**config.mk**
```make
export PLATFORM = sky130hd
export DESIGN_NAME = silife_frame_scheduler
export DESIGN_NICKNAME = d
export VERILOG_FILES = /design/src/rtl/silife_frame_scheduler.sv
export SDC_FILE = /design/constraint.sdc
export NUM_CORES = 1
export LEC_CHECK = 0
export CAP_MARGIN = 5
export CORE_UTILIZATION = 40
export CTS_BUF_LIST = sky130_fd_sc_hd__clkbuf_4 sky130_fd_sc_hd__clkbuf_8
export DETAILED_ROUTE_END_ITERATION = 6
export DONT_BUFFER_PORTS = 1
export HOLD_SLACK_MARGIN = 0.1
export PLACE_DENSITY = 0.65
export SETUP_SLACK_MARGIN = 0.3
export SLEW_MARGIN = 20
export SYNTH_ARGS = -nofsm -noshare
export SYNTH_HDL_FRONTEND = slang
export SYNTH_SLANG_ARGS = --single-unit
```
**constraint.sdc**
```tcl
create_clock -name clk -period 1.95 [get_ports clk]
set_input_delay 0.2925 -clock clk [delete_from_list [all_inputs] [get_ports clk]]
set_output_delay 0.2925 -clock clk [all_outputs]
set_load 0.03 [all_outputs]
```
**src/rtl/silife_frame_scheduler.sv**
```systemverilog
// silife_frame_scheduler
// Sequencer that time-shares the grid row-select bus between the MAX7219
// display driver and the life-generation engine. It issues a frame request
// every FRAME_TICKS cycles and starts generation steps in the gaps between
// frames. It also counts completed generations, lost frame ticks and display
// start timeouts.
//
// Ports
//   clk, rst_n            clock, synchronous active-low reset
//   i_disp_enable         display on/off request
//   i_run, i_step         free-run enable, single-generation request pulse
//   i_speed[3:0]          free-run rate: one generation per (i_speed+1) frames
//   o_disp_enable         registered copy of i_disp_enable
//   o_disp_frame          frame request level to the display driver
//   i_disp_busy           display driver busy
//   i_disp_row_select     row select from the display driver
//   o_gen_start           one-cycle start pulse to the engine
//   i_gen_done            one-cycle completion pulse from the engine
//   i_gen_row_select      row select from the engine
//   o_row_select          muxed row select to grid memory
//   o_owner               0 = display owns the bus, 1 = engine owns the bus
//   o_generation[15:0]    generations completed (wrapping)
//   o_overrun[7:0]        frame ticks lost (saturating)
//   o_disp_fault          sticky frame-request timeout flag
module silife_frame_scheduler #(
  parameter int FRAME_TICKS   = 100000,
  parameter int START_TIMEOUT = 16
) (
  input  logic        clk,
  input  logic        rst_n,
  input  logic        i_disp_enable,
  input  logic        i_run,
  input  logic        i_step,
  input  logic [3:0]  i_speed,
  output logic        o_disp_enable,
  output logic        o_disp_frame,
  input  logic        i_disp_busy,
  input  logic [4:0]  i_disp_row_select,
  output logic        o_gen_start,
  input  logic        i_gen_done,
  input  logic [4:0]  i_gen_row_select,
  output logic [4:0]  o_row_select,
  output logic        o_owner,
  output logic [15:0] o_generation,
  output logic [7:0]  o_overrun,
  output logic        o_disp_fault
);
  localparam int TW  = $clog2(FRAME_TICKS);
  localparam int TOW = $clog2(START_TIMEOUT + 1);
  localparam logic [TW-1:0]  TICK_LAST = TW'(FRAME_TICKS - 1);
  localparam logic [TOW-1:0] TO_LAST   = TOW'(START_TIMEOUT - 1);

  typedef enum logic [1:0] {S_IDLE, S_DISP_REQ, S_DISP_RUN, S_GEN_RUN} state_t;

  state_t         r_state, w_state_nxt;
  logic [TW-1:0]  r_tick_cnt;
  logic [TOW-1:0] r_to_cnt, w_to_nxt;
  logic [3:0]     r_div_cnt;
  logic           r_frame_pending, r_gen_pending;
  logic           r_disp_frame, w_frame_nxt;
  logic           r_owner, w_owner_nxt;
  logic           r_gen_start, w_gen_start_nxt;
  logic           r_disp_enable, r_disp_fault;
  logic [15:0]    r_generation;
  logic [7:0]     r_overrun;

  logic w_frame_tick, w_frame_take, w_gen_take, w_fsm_frame_done;
  logic w_gen_finish, w_timeout, w_frame_done, w_div_fire;

  assign w_frame_tick = (r_tick_cnt == TICK_LAST);
  // A tick while the display is off still paces the divider as a frame.
  assign w_frame_done = w_fsm_frame_done | (w_frame_tick & ~i_disp_enable);
  assign w_div_fire   = i_run & w_frame_done & (r_div_cnt == i_speed);

  always_comb begin
    w_state_nxt      = r_state;
    w_frame_nxt      = r_disp_frame;
    w_owner_nxt      = r_owner;
    w_gen_start_nxt  = 1'b0;
    w_to_nxt         = r_to_cnt;
    w_frame_take     = 1'b0;
    w_gen_take       = 1'b0;
    w_fsm_frame_done = 1'b0;
    w_gen_finish     = 1'b0;
    w_timeout        = 1'b0;
    case (r_state)
      S_IDLE: begin
        if (r_frame_pending && i_disp_enable) begin
          w_state_nxt  = S_DISP_REQ;
          w_frame_nxt  = 1'b1;
          w_owner_nxt  = 1'b0;
          w_to_nxt     = '0;
          w_frame_take = 1'b1;
        end else if (r_gen_pending) begin
          w_state_nxt     = S_GEN_RUN;
          w_owner_nxt     = 1'b1;
          w_gen_start_nxt = 1'b1;
          w_gen_take      = 1'b1;
        end
      end
      S_DISP_REQ: begin
        if (i_disp_busy) begin
          w_state_nxt = S_DISP_RUN;
          w_frame_nxt = 1'b0;
        end else if (r_to_cnt == TO_LAST) begin
          w_state_nxt = S_IDLE;
          w_frame_nxt = 1'b0;
          w_timeout   = 1'b1;
        end else begin
          w_to_nxt = r_to_cnt + 1'b1;
        end
      end
      S_DISP_RUN: begin
        if (!i_disp_busy) begin
          w_state_nxt      = S_IDLE;
          w_fsm_frame_done = 1'b1;
        end
      end
      S_GEN_RUN: begin
        if (i_gen_done) begin
          w_state_nxt  = S_IDLE;
          w_owner_nxt  = 1'b0;
          w_gen_finish = 1'b1;
        end
      end
      default: w_state_nxt = S_IDLE;
    endcase
  end

  always_ff @(posedge clk) begin
    if (!rst_n) begin
      r_state         <= S_IDLE;
      r_tick_cnt      <= '0;
      r_to_cnt        <= '0;
      r_div_cnt       <= '0;
      r_frame_pending <= 1'b0;
      r_gen_pending   <= 1'b0;
      r_disp_frame    <= 1'b0;
      r_owner         <= 1'b0;
      r_gen_start     <= 1'b0;
      r_disp_enable   <= 1'b0;
      r_disp_fault    <= 1'b0;
      r_generation    <= '0;
      r_overrun       <= '0;
    end else begin
      r_state       <= w_state_nxt;
      r_to_cnt      <= w_to_nxt;
      r_disp_frame  <= w_frame_nxt;
      r_owner       <= w_owner_nxt;
      r_gen_start   <= w_gen_start_nxt;
      r_disp_enable <= i_disp_enable;
      r_tick_cnt    <= w_frame_tick ? '0 : r_tick_cnt + 1'b1;

      // A tick landing on the cycle the pending frame is taken re-arms the
      // flag and is not an overrun.
      if (w_frame_tick) begin
        r_frame_pending <= i_disp_enable;
        if (i_disp_enable && r_frame_pending && !w_frame_take && r_overrun != '1)
          r_overrun <= r_overrun + 1'b1;
      end else if (w_frame_take) begin
        r_frame_pending <= 1'b0;
      end

      // A step arriving as the pending generation is consumed stays pending.
      r_gen_pending <= (r_gen_pending & ~w_gen_take) | i_step | w_div_fire;

      if (!i_run || w_div_fire)
        r_div_cnt <= '0;
      else if (w_frame_done)
        r_div_cnt <= r_div_cnt + 4'd1;

      if (w_gen_finish)
        r_generation <= r_generation + 16'd1;
      if (w_timeout)
        r_disp_fault <= 1'b1;
    end
  end

  assign o_disp_enable = r_disp_enable;
  assign o_disp_frame  = r_disp_frame;
  assign o_gen_start   = r_gen_start;
  assign o_owner       = r_owner;
  assign o_generation  = r_generation;
  assign o_overrun     = r_overrun;
  assign o_disp_fault  = r_disp_fault;
  assign o_row_select  = r_owner ? i_gen_row_select : i_disp_row_select;

endmodule

```
# == Word level (Yosys, flattened, before mapping) ==
# Cells that the tools add are included.
# totals
regBits,59
inputBits,21
out_inout_bits,34
# classes
n_addsub,5
eq_ne,14
muxes,34
n_bitwise,10
reduce_logical,17
# ops
cell,count
1-bit two-way mux,20
5-bit two-way mux,4
17-bit by 1-bit adder with 17-bit output (second input constant),1
17-bit equality test (second input constant),1
16-bit by 1-bit adder with 16-bit output (second input constant),1
2-bit two-way mux,6
2-bit inequality test (second input constant),5
5-bit one-hot mux with 2 select lines,1
8-bit by 1-bit adder with 8-bit output (second input constant),1
8-bit inequality test (second input constant),1
2-bit one-hot mux with 4 select lines,1
4-bit AND reduction,2
3-bit inequality test (second input constant),2
3-bit AND reduction,2
2-bit nonzero test,3
5-bit by 1-bit adder with 5-bit output (second input constant),1
5-bit by 4-bit equality test with 1-bit output (second input constant),1
4-bit by 1-bit adder with 4-bit output (second input constant),1
1-bit AND,4
2-bit equality test (second input constant),2
4-bit equality test,1
1-bit one-hot mux with 2 select lines,2
2-bit OR reduction,2
1-bit logical AND,3
other kinds (7),12

# == Logic depth before layout (Yosys ltp) ==
# logic_depth
depth_word,7
mapped_depth,8

# == Worst setup path after synthesis ==
# OpenSTA, ideal clock, no wires.
# synth_path
path_type,register to register
from,"reg r_overrun[0], in the netlist o_overrun[0]"
to,"reg r_overrun[0], in the netlist o_overrun[0]"
arrival_time_ns,1.691
path_slack_ns,0.144
stages_incl_launch_ff,7
n_path_buf,0
synth_period_minus_slack_ns,1.806
cell_sequence,dfxtp_1 -> ha_1 -> nand3_1 -> nor2_2 -> nor3_2 -> xor2_1 -> and2_1
# synth_between
elab_chain_cells,3
word_cells_on_any_way,4
cone_classes,1 x add/sub; 1 x eq/ne; 2 x reduce/logical
# synth_lines
element,line_no,text
from (decl),65,logic [7:0] r_overrun;
from (signal assigned),159,r_overrun <= r_overrun + 1'b1;
"parallel branches: the longest is 3 deep, another holds 8-bit by 1-bit adder with 8-bit output",n/a,
# Several ways; the timed one is not identified.
# A chain may end at the register's enable or synchronous reset.

# == Worst setup path in the final report ==
# layout_path
from,reg r_to_cnt[1]
to,reg r_to_cnt[4]
# layout_between
elab_chain_cells,4
word_cells_on_any_way,7
cone_classes,1 x add/sub; 2 x eq/ne; 3 x mux; 1 x reduce/logical
# layout_lines
element,line_no,text
from (decl),57,"logic [TOW-1:0] r_to_cnt, w_to_nxt;"
from (signal assigned),147,r_to_cnt <= w_to_nxt;
5-bit by 1-bit adder with 5-bit output,110,w_to_nxt = r_to_cnt + 1'b1;
5-bit two-way mux,105,end else if (r_to_cnt == TO_LAST) begin
5-bit two-way mux,102,if (i_disp_busy) begin
5-bit one-hot mux with 2 select lines,86,case (r_state)
# Parallel ways exist; a longest one is shown, timed or not. The select of a mux whose other input is x is not followed.

==> out/results.tsv <==
metric	value	unit
outcome	completed	
CP Class	reg2reg	
Reg2Reg Launch Point	r_to_cnt[1]	
Power Internal	0.00192	W
P_sw	0.000676	W
DP Cell Count	431	
Post-CTS Hold Fix Bufs	8	
core area	0.00687	mm²
DR DRC count	0	
Hold WC Path Type	in2reg	
final clock skew	7.59	ps
Distinct cells, synth	47	
Async SR Flop Fraction	0	%
Synth Flop Type	dfxtp_1	
crit share post-route	88.0	%
GRT Total Usage	18.0	%
max-cap check violation count	0	
Post-Synthesis Cells	315	
Max FO, Critical Path	6	
RSZ-0062 raised after global routing	true	
initial drt markers	102	
Fmax achieved	0.583	GHz
crit end category	flip-flop	
Sum Neg Setup Slack	0	ps
critical path required time	2230	ps
R2R setup slack	230	ps
share of layout cells above drive strength 1	29.9	%
Die Y	86.8	µm
die outline area	0.00753	mm²
part of the power in registers	48.7	%
IO Count	55	
share of the synthesized area in the top cell type	41.1	%
CTS tree	yes	
RR Endpoint	r_to_cnt[4]	
first-pass GRT wire length	10500	µm
Synthesized Nets	342	
Worst Path Arrival	2000	ps
largest net degree at the start of global routing	45	
initial antenna violation count	0	
GRT overflow	0	
clock sinks	59	
post-route insts no fill	474	
Final Max Slew Viols	0	
Pre-antenna DRT Iters	5	
H-tree Lvls	3	
Rows	30	
Lkg Pwr	1.52	nW
Seq/Total Area, Yosys	41.1	%
PwrDens	683	mW/mm²
Hold Slack	74.9	ps
worst setup path startpoint	r_to_cnt[1]	
Clock Power Share	37.7	%
Synth area leader	dfxtp_1	
warnings from Yosys	0	
worst-margin pin slew	385	ps
Initial Util	41.8	%
worst-skew pair later-pin latency	340	ps
TritonCTS Buffers	9	
Detail Route Antenna Nets	0	
Total Wirelength	6370	µm
CTS Buffer Depth	2	
Startpoint Class	flip-flop	
synth top area cells	dfxtp_1, xor2_1, and2_1	
Vias per Instance	5.05	
Logic pwr share	13.6	%
Die W	86.8	µm
number of synthesized flops with an enable pin	0	
Mapped Area	0.00287	mm²
final hold vios	0	
Area Overhead vs Synth	32.2	%
gpl congestion	0.775	
clk slew on worst S/H paths	60	ps
post-route minimum period	1720	ps
PortBufs	0	
Antenna Cells	0	
Yosys reg bits	59	
Worst slew margin	74.1	%
Routed wire per std cell	13.4	µm
power consumption	0.00259	W
worst vdd ir	0.481	mV
R2R cell count	9	
endpoints failing setup	0	
crit path to	r_to_cnt[4]	
DR vias	2395	
Clock Tree Root	clkbuf_8	
dpl hpwl	4030	µm
Switching Fraction	26.0	%
nets	402	
Avg Synthesized Cell Area	9.12	µm²
vias in the first global route	2389	
## per-stage QoR
step	worst slack, ps	utilization (%)	area, µm²
global route	111	55.3	3800
detailed placement	60.4	46.8	3220
CTS	286	53.0	3640
finish	234	55.3	3800
floorplan	294	-	2920
global placement	101	46.8	3220
## synth_stat cells, drive strengths merged, types with 3 or more instances
library cell	count
clkbuf	5
nor4	7
and4	3
mux2	5
nor2b	9
nand2	25
a21boi	4
a21oi	6
o21ai	10
mux2i	3
or3	6
buf	5
and3	9
nor3	12
nand4	11
and2	24
xor2	25
dfxtp	59
ha	6
xnor2	14
inv	5
nand3	13
nor2	29
## worst min path at each step
stage	end	cells past startpoint	from	slack [ps]
after floorplan	r_tick_cnt[0]	1	r_tick_cnt[0]	410
final	o_overrun[5]	1	rst_n	70
after detailed placement	o_overrun[6]	1	rst_n	420
after CTS	o_overrun[6]	1	rst_n	60
after global placement	r_tick_cnt[0]	1	r_tick_cnt[0]	410
after global routing	o_overrun[3]	1	rst_n	60
## kinds of logic after synthesis
logic type | synth area share, %
flops | 41.1
compound gates | 6.70
fa+ha+maj | 2.61
mux | 3.00
buf+inv | 2.39
simple gates | 32.3
xor+xnor | 11.9
## registers in the layout (all words and copies together) (netlist names)
signal,count
o_gen_start,1
r_gen_pending,1
o_overrun,8
o_generation,16
r_to_cnt,5
o_disp_frame,1
o_disp_enable,1
o_disp_fault,1
r_state,2
r_div_cnt,4
r_frame_pending,1
r_tick_cnt,17
o_owner,1
## per-layer routing
| metal | track usage [%] | vias up | part of all wire (%) | routed length, µm |
|---|---|---|---|---|
| li1 | - | 1211 | - | - |
| met1 | 19.3 | 1139 | 43 | 2720 |
| met2 | 31.2 | 34 | 51 | 3220 |
| met3 | 6.76 | 11 | 5.3 | 338 |
| met4 | 8.64 | 0 | 1.4 | 89 |
| met5 | 0 | - | 0 | 0 |
## layout by cell type, fill, tap and decap left out, types with 9 or more instances in the layout
cell type	netlist	final
buf_4	0	48
dfxtp_1	59	48
clkbuf_8	0	11
and2_1	22	22
nand3_1	13	12
nor2_1	28	27
xnor2_1	14	14
nand2_1	25	23
nor2b_1	9	9
xor2_1	25	25
nand4_1	10	10
## area by class of cell
cell class / count / area (µm²)
clock buffers: 12 / 159
clock inverters: 2 / 12.5
fillers: 610 / 3070
inverters: 5 / 18.8
multi-input cells: 241 / 1810
flip-flops and latches: 59 / 1200
well taps: 96 / 120
repair buffers: 59 / 478
## power groups by stage
stage / Sequential, W / Combinational, W / Clock, W
floorplan: 0.00129 / 0.000209 / 0
global placement: 0.00129 / 0.000269 / 0
detailed placement: 0.00129 / 0.000269 / 0
CTS: 0.00127 / 0.000317 / 0.00101
global route: 0.00127 / 0.000384 / 0.00106
finish: 0.00126 / 0.000353 / 0.000978
## critical path: stages (launching register included)
cell and delay (ps):
dfxtp_2 340, ha_4 160, and3_4 180, ha_4 160, nor4b_4 240, buf_4 180
a31oi_4 50, nor3_2 190, a21oi_1 50, nor2b_1 100
## what timing repair did
action                                 in CTS  in global routing
endpoints found under the hold margin      38                 28
buffers inserted                           12                  9
pin swaps                                  13                 17
setup endpoints to repair                  34                 38
resized for setup                          16                 26
Note: power is estimated with default switching activity, not from simulation.
